`src/rtl/pcie_sram_arbiter.sv`:
```
`default_nettype none
// +----------------------------------------------------------------------------+
// | Module      : pcie_sram_arbiter                                            |
// | Description : Weighted two-requester arbiter in front of a single-port     |
// |               SRAM. Writes win contention for up to WR_WEIGHT consecutive  |
// |               grants, then one read is forced through. Grants are          |
// |               combinational; the SRAM command is registered one cycle      |
// |               later, and read data returns one cycle after that.           |
// |               Optional stall statistics: define PCIE_SRAM_ARB_STATS_EN.    |
// | Revision    : 1.0 - initial release                                        |
// +----------------------------------------------------------------------------+
module pcie_sram_arbiter #(
   parameter int DATA_WIDTH = 256,
   parameter int ADDR_WIDTH = 10,
   parameter int WR_WEIGHT  = 4
) (
   input  logic                  clk,
   input  logic                  rst_n,
   input  logic                  wr_req,
   input  logic [ADDR_WIDTH-1:0] wr_addr,
   input  logic [DATA_WIDTH-1:0] wr_data,
   output logic                  wr_gnt,
   input  logic                  rd_req,
   input  logic [ADDR_WIDTH-1:0] rd_addr,
   output logic                  rd_gnt,
   output logic                  rd_rvalid,
   output logic [DATA_WIDTH-1:0] rd_rdata,
   output logic                  sram_wen,
   output logic                  sram_ren,
   output logic [ADDR_WIDTH-1:0] sram_waddr,
   output logic [ADDR_WIDTH-1:0] sram_raddr,
   output logic [DATA_WIDTH-1:0] sram_wdata,
   input  logic [DATA_WIDTH-1:0] sram_rdata,
   output logic [15:0]           stall_cnt
);

   localparam logic [3:0] RUN_MAX = WR_WEIGHT[3:0];

   // Consecutive write grants since the last read grant, saturating at RUN_MAX.
   logic [3:0] wr_run;
   logic       wr_win;

   // Writes may still win contention while the run is below the weight.
   always_comb begin
      wr_win = (wr_run < RUN_MAX);
   end

   // Grants are gated by rst_n so nothing is accepted while reset is asserted.
   assign wr_gnt = rst_n & wr_req & (~rd_req | wr_win);
   assign rd_gnt = rst_n & rd_req & (~wr_req | ~wr_win);

   // Track the write run: a read grant clears it, a write grant advances it.
   always_ff @(posedge clk or negedge rst_n) begin
      if (!rst_n) begin
         wr_run <= 4'd0;
      end else if (rd_gnt) begin
         wr_run <= 4'd0;
      end else if (wr_gnt && wr_win) begin
         wr_run <= wr_run + 4'd1;
      end
   end

   // Register the granted write into the SRAM write command.
   always_ff @(posedge clk or negedge rst_n) begin
      if (!rst_n) begin
         sram_wen   <= 1'b0;
         sram_waddr <= '0;
         sram_wdata <= '0;
      end else begin
         sram_wen <= wr_gnt;
         if (wr_gnt) begin
            sram_waddr <= wr_addr;
            sram_wdata <= wr_data;
         end
      end
   end

   // Register the granted read into the SRAM read command.
   always_ff @(posedge clk or negedge rst_n) begin
      if (!rst_n) begin
         sram_ren   <= 1'b0;
         sram_raddr <= '0;
      end else begin
         sram_ren <= rd_gnt;
         if (rd_gnt) begin
            sram_raddr <= rd_addr;
         end
      end
   end

   // Capture SRAM read data one cycle after the read command (latency 1).
   always_ff @(posedge clk or negedge rst_n) begin
      if (!rst_n) begin
         rd_rvalid <= 1'b0;
         rd_rdata  <= '0;
      end else begin
         rd_rvalid <= sram_ren;
         if (sram_ren) begin
            rd_rdata <= sram_rdata;
         end
      end
   end

`ifdef PCIE_SRAM_ARB_STATS_EN
   logic        stall_now;
   logic [15:0] stall_q;

   assign stall_now = (wr_req & ~wr_gnt) | (rd_req & ~rd_gnt);

   // Count cycles where some requester waited, saturating at all-ones.
   always_ff @(posedge clk or negedge rst_n) begin
      if (!rst_n) begin
         stall_q <= 16'h0000;
      end else if (stall_now && (stall_q != 16'hFFFF)) begin
         stall_q <= stall_q + 16'd1;
      end
   end

   assign stall_cnt = stall_q;
`else
   assign stall_cnt = 16'h0000;
`endif

endmodule
`default_nettype wire
```
`config.mk`:
```
export PLATFORM = sky130hd
export DESIGN_NAME = pcie_sram_arbiter
export DESIGN_NICKNAME = d
export VERILOG_FILES = /design/src/rtl/pcie_sram_arbiter.sv
export SDC_FILE = /design/constraint.sdc
export NUM_CORES = 1
export LEC_CHECK = 0
export CORE_AREA = 2 2 420 422
export CTS_BUF_LIST = sky130_fd_sc_hd__clkbuf_8
export CTS_CLUSTER_DIAMETER = 80
export DETAILED_ROUTE_END_ITERATION = 7
export DIE_AREA = 0 0 422 424
export GPL_TIMING_DRIVEN = 0
export PLACE_DENSITY = 0.39
export SLEW_MARGIN = 0
export SYNTH_ARGS = -nofsm -noshare
export SYNTH_HDL_FRONTEND = slang
export SYNTH_SLANG_ARGS = --single-unit
export TNS_END_PERCENT = 5
```
`constraint.sdc`:
```
create_clock -name clk -period 4.35 [get_ports clk]
set_input_delay 0.87 -clock clk [delete_from_list [all_inputs] [get_ports clk]]
set_output_delay 0.87 -clock clk [all_outputs]
set_load 0.005 [all_outputs]
```
Word level (Yosys, flattened, before mapping)
Cells that the tools add are included.
{ "classes": {"n_reduce_logical": 2, "mul": 0, "div_mod_pow": 0, "n_bitwise": 9, "n_addsub": 1, "n_eq_ne": 0, "n_mux": 2, "n_shift": 0, "magnitude_cmp": 1} }
{ "ops": {"columns": ["operator", "n"], "rows": [
  ["$mux 4", 2],
  ["$add 4x1->4 const B", 1],
  ["$and 1x1->1", 4],
  ["$lt 4x3->1 const B", 1],
  ["$not 1->1", 3],
  ["$or 1x1->1", 2],
  ["$reduce_bool 2->1", 1],
  ["$logic_and 1x1->1", 1]
]} }
{ "totals": {"rom_bits": 0, "inputBits": 536, "mem_count": 0, "wordCells": 23, "reg_bits": 539, "out_inout_bits": 553, "mem_bits_rw": 0, "latch_bits": 0} }

Logic depth before layout (Yosys ltp)
Gate-level depths: netlist of the first run.
{ "depth": {"ltp_word": 6, "ltp_mapped": 6, "ltp_nobuf": 3} }

Worst setup path after synthesis of the first run
Ideal clock, no wire load.
{ "synth_path": {"path_kind": "input-to-output", "from": "in wr_req", "to": "out wr_gnt", "path_buffers": 2, "arrival_time_ps": 1563, "setup_slack_ps": 1917, "required_ps": 3480, "cell_stages": 4, "path_cell_list": "nand2_1 a21oi_4 buf_4 buf_6"} }
{ "synth_between": {"elab_chain_cells": 2} }
{ "synth_rtl": {"columns": ["element", "line", "rtl"], "rows": [
  ["from (decl)", "19", "input logic wr_req,"],
  ["$and 1x1->1 (2 in a row)", "49", "assign wr_gnt = rst_n & wr_req & (~rd_req | wr_win);"],
  ["to (decl)", "22", "output logic wr_gnt,"]
]} }
No other way between the ends.

Worst setup path in the final report of the first run
{ "layout_path": {"from": "in rst_n", "to": "out wr_gnt"} }
{ "layout_between": {"elab_chain_cells": 2} }
{ "layout_rtl": {"columns": ["element", "line", "rtl"], "rows": [
  ["from (decl)", "18", "input logic rst_n,"],
  ["$and 1x1->1 (2 in a row)", "49", null]
]} }
No other way between the ends.

==> metrics.txt, run 1 <==
register area share after synthesis 67.0%; total of max-cap violations 0; Hold WS 481 ps; routed wire length 109000 um; hold crit path type reg2reg; Least-Margin Pin Slew 905 ps; Synth Warn # 0; Comb pwr share 27.1%; CP Launch Point rst_n; DRC 0; maximum clock insertion buffer count 3; crit-path max FO 11; All-Layer GR Usage 11.9%; Syn-to-layout area delta 82.1%; Rows 154; initial DRC count 515; Syn Std Cell Area 20100 sq um; max_slew headroom 39.7%; nets 2916; outcome complete, no violations; Crit. End Element output pin; post-CTS setup buffer count 0; Detailed Place HPWL 87600 um; Starting Density 11.5%; Max rail drop VDD 0.225 mV; Root Buffer clkbuf_8; fmax 246 MHz; #FFs+latches synth 539; routed len/inst 22.6 um; Tmin final 4060 ps; Die ar. 179000 sq um; net switching fraction of the power 27.9%; cells after synthesis 1163; Setup CP Type in2out; Slowest Stage Delay on Critical Path 610 ps; Die Wd 422 um; clk sinks 539; CTS H-tree lvls 3; RSZ-0062 raised after global routing no; largest net degree at the start of global routing 100; vias in the first global route 16000; final hold violations 0; most frequent cells in the layout clkdlybuf4s50_1 (1071), dfrtp_1 (539), mux2_2 (424); skew final 64.8 ps; antenna violations before repair 40; worst path cell trace dlygate4sd3_1, buf_16, buf_16, nand2_2, a21oi_4, buf_6, buf_6, clkdlybuf4s50_1; Setup WS pre-CTS -347 ps; Post-Syn Area per Cell 17.3 sq um; total CTS buffers 114; Clk pwr share 34.3%; latest clock arrival within the worst-skew pair 840 ps; setup tns final 0 ps; vias per inst 3.12; crit share post-route 93.3%; slowest CP cell dlygate4sd3_1; die height 424 um; first-pass GRT wire length 145000 um; largest area contributor in the netlist dfrtp_1; largest cells by area after synthesis dfrtp_1 (67%), mux2_2 (24%), mux2_1 (6.0%); CTS tree done; via count 15000; DRT Pass-1 Iters 4; Final Util 20.9%; worst r2r src sram_ren; port bufs 1072; Pwr Total 17200 uW; fill cell count 19000; most common cell after layout, fill and taps aside clkdlybuf4s50_1; antenna-violating nets left 0; Hold Path Depth 1; worst reg-to-reg path cell count 3; min-delay src sram_wdata[240]; Lkg Pwr 0.0145 uW; Setup violations, final 0; WP data required 3480 ps; Yosys cell types 21; post-synth top area share 67.0%; RD Place Congestion 0.826; sequential share of power 38.6%; clk slew on worst S/H paths 50 ps; io pins 1089; Internal 12400 uW; fin. max-slew vios 0; gr ovfl total 0; core area 175000 sq um; share of cells above drive strength 1 26.5%; PD cells 470 nW/um^2; CP Launch Type input pin; Final WS setup 293 ps; Switch Pwr 4810 uW; Worst Path Arrival 3190 ps
-- worst paths after layout --
path                                   end  slack [ps]
setup / recovery                    wr_gnt         290
hold / removal             sram_wdata[240]         480
setup reg to reg              rd_rdata[79]        1790
hold reg to reg            sram_wdata[240]         480
max in group asynchronous  sram_wdata[144]        2340
min in group asynchronous     rd_rdata[16]         750
-- sequential cells by signal, indices dropped and copies added (netlist names) --
signal,cells
sram_wdata,256
sram_ren,1
rd_rvalid,1
sram_raddr,10
sram_wen,1
sram_waddr,10
rd_rdata,256
wr_run,4
-- cell families (layout without fill, tap and decap cells) --
kind of cell             after synthesis  in the layout  synth area share [%]
AND/OR/NAND/NOR                        6              6                 0.137
flip-flops                           539            539                  67.0
buffers and inverters                 77           1367                  2.67
other                                  1             24                0.0186
multiplexers                         532            532                  29.8
adder cells (fa/ha/maj)                1              1                0.0622
AO/OA/AOI/OAI                          7              7                 0.298
-- power groups by stage --
stage | logic, uW | registers [uW] | clock network (uW)
after global placement | 4780 | 6760 | 0
after floorplan | 1090 | 6730 | 0
after CTS | 4840 | 6660 | 6290
after detailed placement | 4790 | 6740 | 0
after global routing | 4940 | 6800 | 6490
final | 4660 | 6650 | 5920
-- synth_stat cells --
cell / count
a21oi_1: 1
a21oi_4: 1
and2_1: 1
buf_1: 1
buf_2: 9
buf_4: 22
buf_6: 19
buf_8: 1
clkbuf_1: 23
conb_1: 1
dfrtp_1: 539
ha_1: 1
inv_1: 2
mux2_1: 108
mux2_2: 424
nand2_1: 3
nor2_1: 1
o211ai_1: 2
o31ai_1: 2
o41ai_1: 1
or2_1: 1
-- per-stage QoR --
stage               cell area, sq um  cells
finish                         36600   4816
global route                   36600   4811
global placement               33800   4590
detailed placement             34000   4595
floorplan                      20200   1178
CTS                            36600   4808
-- layer usage --
| layer | global-route usage [%] | vias to the layer above | wire length [um] |
|---|---|---|---|
| li1 | - | 6553 | - |
| met1 | 13.4 | 7710 | 41700 |
| met2 | 21.3 | 546 | 57000 |
| met3 | 4.10 | 167 | 7820 |
| met4 | 2.54 | 38 | 1960 |
| met5 | 0 | - | 251 |
-- worst max-delay path: cells and delay by family --
family	cells	cell delay [ps]
buffers and inverters	6	1830
AO/OA/AOI/OAI	1	330
AND/OR/NAND/NOR	1	120
-- area by class of cell --
type	instances	area (sq um)	area share (%)
clock buffers	150	2060	5.64
inverters	2	7.51	0.0205
multi-input cells	562	6150	16.8
diodes	8	20.0	0.0546
clock inverters	55	387	1.06
repair buffers	1085	11000	30.2
plain buffers	75	537	1.47
well taps	2340	2930	7.99
flip-flops and latches	539	13500	36.8
-- timing repair --
action	4_1_cts	5_1_grt
hold buffers	8	0
hold endpoints to repair	79	0
endpoints found under the setup margin	2	0
resized for setup	5	0
(Power assumes the default switching activity.)
==> run 2: changes to the inputs <==
--- a/config.mk
+++ b/config.mk
@@ -5,6 +5,7 @@
 export SDC_FILE = /design/constraint.sdc
 export NUM_CORES = 1
 export LEC_CHECK = 0
+export CAP_MARGIN = 30
 export CORE_AREA = 2 2 420 422
 export CTS_BUF_LIST = sky130_fd_sc_hd__clkbuf_8
 export CTS_CLUSTER_DIAMETER = 80
==> results of run 2 <==
No change in the layout: final DEF, timing and power equal those of run 1.
==> run 3: changes to the inputs <==
--- a/config.mk
+++ b/config.mk
@@ -13,6 +13,8 @@
 export DIE_AREA = 0 0 422 424
 export GPL_TIMING_DRIVEN = 0
 export PLACE_DENSITY = 0.39
+export REMOVE_ABC_BUFFERS = 1
+export SETUP_SLACK_MARGIN = 0.05
 export SLEW_MARGIN = 0
 export SYNTH_ARGS = -nofsm -noshare
 export SYNTH_HDL_FRONTEND = slang
==> metrics.txt, run 3 (synthesis results as in run 1) <==
outcome complete, no violations; most common cell after layout, fill and taps aside clkdlybuf4s50_1; Worst Path Arrival 3080 ps (-110 ps); fin. max-slew vios 0 (unchanged); DRC 0 (unchanged); core area 175000 sq um (unchanged); final hold violations 0 (unchanged); total CTS buffers 116 (+1.8%); io pins 1089 (unchanged); CTS H-tree lvls 3 (unchanged); Setup violations, final 0 (unchanged); Die Wd 422 um (unchanged); CP Launch Type flop; RSZ-0062 raised after global routing no; Crit. End Element output pin; via count 15000 (-0.067%); CTS tree done; Die ar. 179000 sq um (unchanged); Final WS setup 397 ps (+105 ps); first-pass GRT wire length 157000 um (+8.1%); RD Place Congestion 0.843 (+2.0%); fmax 253 MHz (+2.6%); clk slew on worst S/H paths 60 ps (about the same); routed len/inst 25.4 um (+12%); R2R Path End sram_wdata[61]; Root Buffer clkbuf_8; Rows 154 (unchanged); Setup WS pre-CTS -396 ps (-48.9 ps); port bufs 1072 (unchanged); nets 2858 (-2.0%); max_slew headroom 54.9% (+15 points); skew final 52.7 ps (-12.1 ps); crit share post-route 90.9% (-2.4 points); DRT Pass-1 Iters 6 (+2); largest net degree at the start of global routing 99 (-1.0%); initial DRC count 529 (+2.7%); All-Layer GR Usage 13.2% (+1.3 points); routed wire length 121000 um (+11%); Tmin final 3950 ps (-105 ps); WP data required 3480 ps (about the same); antenna-violating nets left 0 (unchanged); maximum clock insertion buffer count 3 (unchanged); vias in the first global route 15600 (-2.3%); vias per inst 3.15 (+0.94%); hold crit path type in2async; share of cells above drive strength 1 25.7% (-0.84 points); PD cells 473 nW/um^2 (+0.66%); Final Util 20.8% (-0.16 points); Starting Density 11.5% (unchanged); fill cell count 19000 (+0.17%); crit-path max FO 64 (+53); antenna violations before repair 79 (+98%); Syn-to-layout area delta 80.7%; die height 424 um (unchanged); worst reg-to-reg path cell count 10 (+7); flop2flop setup slack 1430 ps (-360 ps); Max rail drop VDD 0.194 mV (-14%); gr ovfl total 0 (unchanged); Setup CP Type reg2out; latest clock arrival within the worst-skew pair 860 ps (+20 ps); largest registers rd_rdata: 256 flops, sram_wdata: 256 flops; worst r2r src wr_run[2]; Detailed Place HPWL 98900 um (+13%); clk sinks 539 (unchanged); total of max-cap violations 0 (unchanged); most frequent cells in the layout clkdlybuf4s50_1 (1071), dfrtp_1 (538), mux2_2 (424); Least-Margin Pin Slew 677 ps (-228 ps); Lkg Pwr 0.0143 uW (-1.7%)
-- run 3: changes by cell type in the layout (fill, tap and decap cells not counted), moves of 4 or more --
cell,change
clkbuf_1,-22
buf_4,-20
buf_6,-20
diode_2,+15
clkbuf_8,-12
buf_16,+10
buf_2,-8
clkinv_2,+8
buf_12,+4
-- run 3: final cells by class --
cell class,instances,area (sq um),area share [%]
antenna,23,57.6,0.158
clock buffer,138,1900,5.22
clock inverter,64,399,1.10
inverter,2,7.51,0.0207
multi-input combinational,562,6150,16.9
sequential,539,13500,37.1
tap,2340,2930,8.05
timing repair buffer,1100,11400,31.4
-- run 3: per-stage QoR --
| step | area [sq um] | total power, uW | std cells | TNS, ps | hold slack, ps |
|---|---|---|---|---|---|
| detailed placement | 33900 | 11800 | 4540 | -12000 | 474 |
| floorplan | 19600 | 7860 | 1103 | -965480 | 461 |
| global placement | 33300 | 11900 | 4515 | - | 467 |
| global route | 36300 | 18200 | 4751 | 0 | 29.7 |
| CTS | 36300 | 17800 | 4745 | 0 | 19.6 |
| finish | 36400 | 17200 | 4768 | 0 | 110 |
-- run 3: metal layers --
layer	GRT usage, %	up-vias	wire (um)
met5	0	-	368
met2	21.1	591	57600
met4	3.31	58	2510
met1	16.6	7698	49900
met3	4.82	193	10600
li1	-	6464	-
-- run 3: critical path, cell delays in order (launching register included) --
cell	delay, ps
dfrtp_4	770
buf_16	360
buf_16	340
clkdlybuf4s50_1	570
-- run 3: worst max path at each step --
stage	startpoint	to	slack, ps	cells after the start
finish	sram_ren	sram_ren	400	3
global route	sram_ren	sram_ren	120	3
CTS	sram_ren	sram_ren	160	3
detailed placement	rst_n	wr_gnt	-400	6
global placement	rst_n	wr_gnt	-36920	4
floorplan	sram_ren	rd_rdata[0]	-2010	1
-- run 3: report_power, final --
part	switching, uW	internal (uW)
clock	2660	3040
combinational	1850	2990
sequential	596	6070
-- run 3: what timing repair did --
item,in CTS,in global routing
buffers inserted,2,0
endpoints found under the setup margin,2,0
hold buffers,1,0
endpoints found under the hold margin,54,0
gates resized for setup,1,0
